`src/rtl/picosoc_arb_pkg.sv`:
```
// Shared definitions for the PicoSoC two-master memory arbiter:
// FSM state encoding and watchdog counter width.
package picosoc_arb_pkg;

    typedef enum logic [1:0] {
        ARB_IDLE = 2'd0,
        ARB_OWN0 = 2'd1,
        ARB_OWN1 = 2'd2
    } arb_state_t;

    localparam int ARB_TCNT_W = 16;

endpackage

```
`src/rtl/picosoc_arb_timeout.sv`:
```
// Stall watchdog for the arbiter: counts cycles the current owner has been
// waiting on the shared bus and flags the cycle on which the limit is hit.
module picosoc_arb_timeout
    import picosoc_arb_pkg::*;
#(
    parameter int unsigned TIMEOUT = 256
) (
    input  logic clk,
    input  logic reset,
    input  logic clear,
    input  logic count,
    output logic expire
);

    localparam logic [ARB_TCNT_W-1:0] LIMIT = ARB_TCNT_W'(TIMEOUT - 1);

    logic [ARB_TCNT_W-1:0] cnt;

    // Stall counter: zero outside an ownership, advances on every stalled cycle
    always_ff @(posedge clk) begin
        if (reset || clear) begin
            cnt <= '0;
        end else if (count) begin
            cnt <= cnt + 1'b1;
        end
    end

    assign expire = count && (cnt == LIMIT);

endmodule

```
`src/rtl/picosoc_mem_arbiter.sv`:
```
// Round-robin arbiter letting the CPU (master 0) and a second master share
// the PicoRV32 native memory bus. A grant is held until the owner's transfer
// completes or is withdrawn.
// Optional stall watchdog: define PICOSOC_ARB_TIMEOUT_EN to build it.
module picosoc_mem_arbiter
    import picosoc_arb_pkg::*;
#(
    parameter int unsigned TIMEOUT   = 256,
    parameter logic [31:0] ERR_RDATA = 32'hDEAD_BEEF
) (
    input  logic        clk,
    input  logic        reset,
    input  logic        m0_valid,
    input  logic        m0_instr,
    input  logic [31:0] m0_addr,
    input  logic [31:0] m0_wdata,
    input  logic [3:0]  m0_wstrb,
    output logic        m0_ready,
    output logic [31:0] m0_rdata,
    input  logic        m1_valid,
    input  logic        m1_instr,
    input  logic [31:0] m1_addr,
    input  logic [31:0] m1_wdata,
    input  logic [3:0]  m1_wstrb,
    output logic        m1_ready,
    output logic [31:0] m1_rdata,
    output logic        s_valid,
    output logic        s_instr,
    output logic [31:0] s_addr,
    output logic [31:0] s_wdata,
    output logic [3:0]  s_wstrb,
    input  logic        s_ready,
    input  logic [31:0] s_rdata,
    output logic [1:0]  grant,
    output logic        timeout_irq
);

    arb_state_t  state;
    arb_state_t  state_next;
    arb_state_t  cur;
    logic        rr;
    logic        rr_next;
    logic        owning;
    logic        sel;
    logic        expire;

    logic        owner_valid;
    logic        owner_instr;
    logic [31:0] owner_addr;
    logic [31:0] owner_wdata;
    logic [3:0]  owner_wstrb;
    logic        owner_ready;
    logic [31:0] owner_rdata;

    // While reset is high the outputs behave as if idle, so a slave access
    // that is being abandoned can never complete toward a master.
    assign cur    = reset ? ARB_IDLE : state;
    assign owning = (cur == ARB_OWN0) || (cur == ARB_OWN1);
    assign sel    = (cur == ARB_OWN1);

    assign owner_valid = sel ? m1_valid : m0_valid;
    assign owner_instr = sel ? m1_instr : m0_instr;
    assign owner_addr  = sel ? m1_addr  : m0_addr;
    assign owner_wdata = sel ? m1_wdata : m0_wdata;
    assign owner_wstrb = sel ? m1_wstrb : m0_wstrb;

`ifdef PICOSOC_ARB_TIMEOUT_EN
    picosoc_arb_timeout #(
        .TIMEOUT (TIMEOUT)
    ) u_timeout (
        .clk    (clk),
        .reset  (reset),
        .clear  (!owning),
        .count  (owning && !s_ready),
        .expire (expire)
    );
`else
    logic unused_timeout;
    assign unused_timeout = ^(32'(TIMEOUT));
    assign expire         = 1'b0;
`endif

    // State register and round-robin pointer
    always_ff @(posedge clk) begin
        if (reset) begin
            state <= ARB_IDLE;
            rr    <= 1'b0;
        end else begin
            state <= state_next;
            rr    <= rr_next;
        end
    end

    // Next-state selection and bus routing for the current owner
    always_comb begin
        state_next  = cur;
        rr_next     = rr;
        s_valid     = 1'b0;
        s_instr     = 1'b0;
        s_addr      = '0;
        s_wdata     = '0;
        s_wstrb     = '0;
        m0_ready    = 1'b0;
        m0_rdata    = '0;
        m1_ready    = 1'b0;
        m1_rdata    = '0;
        grant       = 2'b00;
        timeout_irq = 1'b0;
        owner_ready = 1'b0;
        owner_rdata = '0;

        case (cur)
            ARB_IDLE: begin
                if (m0_valid && m1_valid) begin
                    state_next = rr ? ARB_OWN1 : ARB_OWN0;
                end else if (m0_valid) begin
                    state_next = ARB_OWN0;
                end else if (m1_valid) begin
                    state_next = ARB_OWN1;
                end
            end
            ARB_OWN0, ARB_OWN1: begin
                grant       = sel ? 2'b10 : 2'b01;
                s_valid     = owner_valid;
                s_instr     = owner_instr;
                s_addr      = owner_addr;
                s_wdata     = owner_wdata;
                s_wstrb     = owner_wstrb;
                owner_ready = s_ready;
                owner_rdata = s_rdata;
                if (owner_valid && s_ready) begin
                    state_next = ARB_IDLE;
                    rr_next    = !sel;
                end else if (!owner_valid) begin
                    state_next = ARB_IDLE;
                end else if (expire) begin
                    s_valid     = 1'b0;
                    owner_ready = 1'b1;
                    owner_rdata = ERR_RDATA;
                    timeout_irq = 1'b1;
                    state_next  = ARB_IDLE;
                    rr_next     = !sel;
                end
                if (sel) begin
                    m1_ready = owner_ready;
                    m1_rdata = owner_rdata;
                end else begin
                    m0_ready = owner_ready;
                    m0_rdata = owner_rdata;
                end
            end
            default: begin
                state_next = ARB_IDLE;
            end
        endcase
    end

endmodule

```
`config.mk`:
```
export PLATFORM = sky130hd
export DESIGN_NAME = picosoc_mem_arbiter
export DESIGN_NICKNAME = d
export VERILOG_FILES = /design/src/rtl/picosoc_arb_pkg.sv /design/src/rtl/picosoc_arb_timeout.sv /design/src/rtl/picosoc_mem_arbiter.sv
export SDC_FILE = /design/constraint.sdc
export NUM_CORES = 1
export LEC_CHECK = 0
export BUFFER_PORTS_ARGS = -buffer_cell sky130_fd_sc_hd__buf_2
export CAP_MARGIN = 40
export CORE_AREA = 2 2 121 123
export CTS_CLUSTER_SIZE = 20
export DETAILED_ROUTE_END_ITERATION = 7
export DIE_AREA = 0 0 123 125
export PLACE_DENSITY = 0.45
export SYNTH_ARGS = -nofsm -noshare
export SYNTH_HDL_FRONTEND = slang
export SYNTH_SLANG_ARGS = --single-unit
export TNS_END_PERCENT = 1
```
`constraint.sdc`:
```
create_clock -name clk -period 1.7 [get_ports clk]
set_clock_uncertainty 0.1 [all_clocks]
set_input_delay 0.085 -clock clk [delete_from_list [all_inputs] [get_ports clk]]
set_output_delay 0.085 -clock clk [all_outputs]
set_load 0.01 [all_outputs]
```
# --- Word level (Yosys, flattened, before mapping) ---
# Index checks and enable logic that the tools add are counted.
classes:
  reduce_logical: 6
  mux: 30
  n_eq_ne: 2
op_table:
  columns: ["op", "count"]
  rows:
  - ["$mux 32", 8]
  - ["$mux 2", 9]
  - ["$mux 1", 10]
  - ["$mux 4", 2]
  - ["$pmux 2 s2", 1]
  - ["$eq 2x1->1 const B", 1]
  - ["$eq 2x2->1 const B", 1]
  - ["$logic_and 1x1->1", 2]
  - ["$logic_not 2->1", 1]
  - ["$reduce_and 2->1", 1]
  - ["$reduce_or 2->1", 1]
  - ["$logic_not 1->1", 1]
totals:
  inputBits: 175
  register_bits: 3

# --- Logic depth before layout (Yosys ltp) ---
logic_depth:
  word_depth: 6
  mapped_depth: 8
  ltp_nobuf: 6

# --- Least setup slack after synthesis ---
# No wires, ideal clock.
synth_path:
  path_type: "flip-flop to output port"
  from: "register state[1]"
  to: "output port s_addr[0]"
  stages_incl_launch_ff: 9
  required_time_ns: 1.515
  t_arrival_ns: 1.394
  path_buffers: 3
  path_slack_ns: 0.121
  cell_sequence: "dfxtp_1 -> nand2b_1 -> inv_1 -> ha_1 -> buf_6 -> buf_6 -> buf_8 -> mux2i_1 -> nor2b_1"
synth_via:
  elab_chain_len: 4
synth_rtl:
  columns: ["item", "line", "source"]
  rows:
  - ["start: declaration", "picosoc_mem_arbiter.sv:38", "arb_state_t state;"]
  - ["start signal: assignment", "picosoc_mem_arbiter.sv:89", "state <= state_next;"]
  - ["$mux 2 (*)", "picosoc_mem_arbiter.sv:57", "assign cur = reset ? ARB_IDLE : state;"]
  - ["$eq 2x2->1 or $eq 2x1->1 (tied branches)", "picosoc_mem_arbiter.sv:59, picosoc_mem_arbiter.sv:112", null]
  - ["$mux 32 or $reduce_or 2->1 (tied branches)", "picosoc_mem_arbiter.sv:63, picosoc_mem_arbiter.sv:112", null]
  - ["$mux 32 (*)", "picosoc_mem_arbiter.sv:112", "case (cur)"]
  - ["end: declaration", "picosoc_mem_arbiter.sv:29", "output logic [31:0] s_addr,"]
# Every way passes the cells marked *; elsewhere a longest branch is shown, timed or not.

# --- Worst setup path after layout ---
layout_path:
  from: "register state[1]"
  to: "output port s_addr[13]"
# Same word-level chain as after synthesis.

==> flow_metrics.tcl <==
set metrics [dict create \
    drive_above_1_share_pct 69.6 \
    gr-total-overflow 0 \
    viasPerCell 3.91 \
    syn_avg_cell_area_um2 7.63 \
    die_w_um 123 \
    ys_warn_count 0 \
    portBuffers 312 \
    ioPinCount 314 \
    hold_violations 0 \
    grt_pass1_wl_mm 14.0 \
    worst_skew_pair.late_latency_ps 230 \
    p_leak_nw 2.40 \
    crit_required_ps 1510 \
    report.final.slew_viol_count 0 \
    yosysUniqueCellTypes 25 \
    dpl-instance-area_um2 3720 \
    htreeDepth 1 \
    maxCapViolations 0 \
    clock_sinks 3 \
    core_region_area_um2 14200 \
    fin_ws_ps -176 \
    dp_cells 739 \
    clockBufferDepth 2 \
    violations "negative setup slack" \
    drt_iter0_drc 58 \
    hold_class "input port to flop" \
    clock.fmax_mhz 533 \
    drc 0 \
    numCtsBuffers 3 \
    synth-seq-cells 3 \
    nFillCells 1485 \
    num_vias 2965 \
    grt_use_total_pct 11.4 \
    gp_congestion 0.776 \
    drt-wirelength-per-cell_um 13.5 \
    grt_start_max_net_pins 48 \
    antenna_found_initial 0 \
    initial_core_util_pct 13.8 \
    crit_fanout 19 \
    dieArea_um2 15400 \
    ys_seq_area_share_pct 3.06 \
    power_mw 1.40 \
    cts_root_buffer "clkbuf_16" \
    setup_viol 135 \
    ir_worst_vdd_v 0.000209 \
    syn_to_final_growth_pct 126 \
    start_kind "flop" \
    antenna_left 0 \
    finalCritPeriodShare_pct 110 \
    rsz0062_at_grt "true" \
    first_pass_iters 4 \
    nets 756 \
    stdcell_count 759 \
    syn_nets 437 \
    grt_pass1_vias 2830 \
    hold_slack_ps 57.1 \
    final_cell_area_um2 4440 \
    cp_data_arrival_time_ps 1690 \
    synthCells 257 \
    status "finished, violations left" \
    crit_type "flop to output port" \
    cts_tree "built" \
    dp_hpwl_mm 8.33 \
    antennaDiodeCount 0 \
    routed_wl_mm 10.3 \
    final_core_util_pct 31.3 \
    synthesis.area_um2 1960 \
    clkTransAtPathRegs_ps 30 \
    place_ws_ps -112 \
    finalCriticalPeriod_ps 1880 \
    crit_path_end_kind "output port" \
    setup_tns_ps -13970 \
    rows 44 \
    die_h_um 125 \
    pwr_density_cell_nw_per_um2 316 \
]
cell usage after synthesis:
| cell | instances | area (um2) |
|---|---|---|
| a2bb2oi_1 | 1 | 8.76 |
| a311oi_1 | 1 | 8.76 |
| a31oi_1 | 1 | 6.26 |
| and2_1 | 65 | 407 |
| and2_4 | 1 | 8.76 |
| and2b_1 | 1 | 7.51 |
| buf_2 | 1 | 5.00 |
| buf_4 | 3 | 22.5 |
| buf_6 | 2 | 22.5 |
| buf_8 | 5 | 75.1 |
| clkbuf_1 | 10 | 37.5 |
| clkbuf_2 | 3 | 15.0 |
| conb_1 | 1 | 3.75 |
| dfxtp_1 | 3 | 60.1 |
| ha_1 | 5 | 62.6 |
| inv_1 | 3 | 11.3 |
| mux2_1 | 1 | 11.3 |
| mux2i_1 | 69 | 691 |
| nand2_1 | 3 | 11.3 |
| nand2b_1 | 2 | 12.5 |
| nand3b_1 | 2 | 15.0 |
| nor2_1 | 2 | 7.51 |
| nor2b_1 | 69 | 432 |
| o21a_1 | 1 | 7.51 |
| o22ai_1 | 2 | 12.5 |
layer usage:
| metal | wire length [um] | vias to the layer above | global-route usage [%] |
|---|---|---|---|
| li1 | - | 1473 | - |
| met3 | 919 | 4 | 1.37 |
| met1 | 3810 | 1298 | 12.3 |
| met5 | 0 | - | 0 |
| met4 | 46 | 0 | 1.27 |
| met2 | 5500 | 190 | 23.5 |
sequential cells by signal (all words and copies together) (netlist names):
| register | cells |
|---|---|
| rr | 1 |
| state | 2 |
worst max-delay path, stage by stage (launching register included):
cell,delay [ps]
dfxtp_2,340
nand2b_4,80
inv_4,60
ha_4,170
buf_12,150
buf_16,180
mux2i_4,250
nor2b_1,70
buf_2,140
power by group:
part / switching, mW / leakage, nW / internal, mW / total, mW
combinational: 0.420 / 2.34 / 0.521 / 0.941
clock: 0.0710 / 0.0382 / 0.310 / 0.381
sequential: 0.00404 / 0.0253 / 0.0760 / 0.0800
cells in the final DEF, fill, tap and decap left out, types with 2 or more instances in the layout:
| master | count |
|---|---|
| and2_4 | 25 |
| ha_4 | 2 |
| buf_2 | 289 |
| nand2_1 | 2 |
| buf_12 | 9 |
| mux2i_2 | 25 |
| nand2b_4 | 2 |
| clkbuf_16 | 4 |
| nand3b_1 | 2 |
| nor2_1 | 2 |
| and2_1 | 41 |
| dfxtp_2 | 2 |
| inv_1 | 2 |
| buf_6 | 24 |
| mux2i_1 | 43 |
| buf_4 | 9 |
| ha_1 | 3 |
| buf_16 | 3 |
| nor2b_1 | 69 |
| o22ai_1 | 2 |
final cells by class:
| type | instances | area (um2) | share of cell area (%) |
|---|---|---|---|
| clock buffer | 4 | 78.8 | 1.78 |
| inverter | 3 | 13.8 | 0.310 |
| multi-input combinational | 227 | 1930 | 43.4 |
| sequential | 3 | 62.6 | 1.41 |
| tap | 184 | 230 | 5.18 |
| timing repair buffer | 338 | 2130 | 48.0 |
repair_timing:
item                                    4_1_cts  5_1_grt
setup buffers                                 7        4
gates resized for setup                      25       66
hold endpoints to repair                      1        0
endpoints found under the setup margin      136      135
pin swaps                                    13        0
hold buffers                                  1        0
cloned                                        4        1
cells by family after synthesis:
family / synth area share (%)
adders and majority gates: 3.19
other: 0.191
muxes: 35.8
AOI/OAI and AO/OA: 2.23
and+or+nand+nor: 45.9
buffers and inverters: 9.63
DFF: 3.06
worst paths after layout:
path | slack [ps] | cells after the start | startpoint | end
min reg2reg | 430 | 2 | state[0]$_SDFF_PP0_ | state[0]$_SDFF_PP0_
max | -180 | 8 | state[1]$_SDFF_PP0_ | s_addr[13]
min | 60 | 2 | m1_valid | rr$_SDFFE_PP0P_
max reg2reg | 120 | 6 | state[1]$_SDFF_PP0_ | rr$_SDFFE_PP0P_
(Power assumes the default switching activity.)
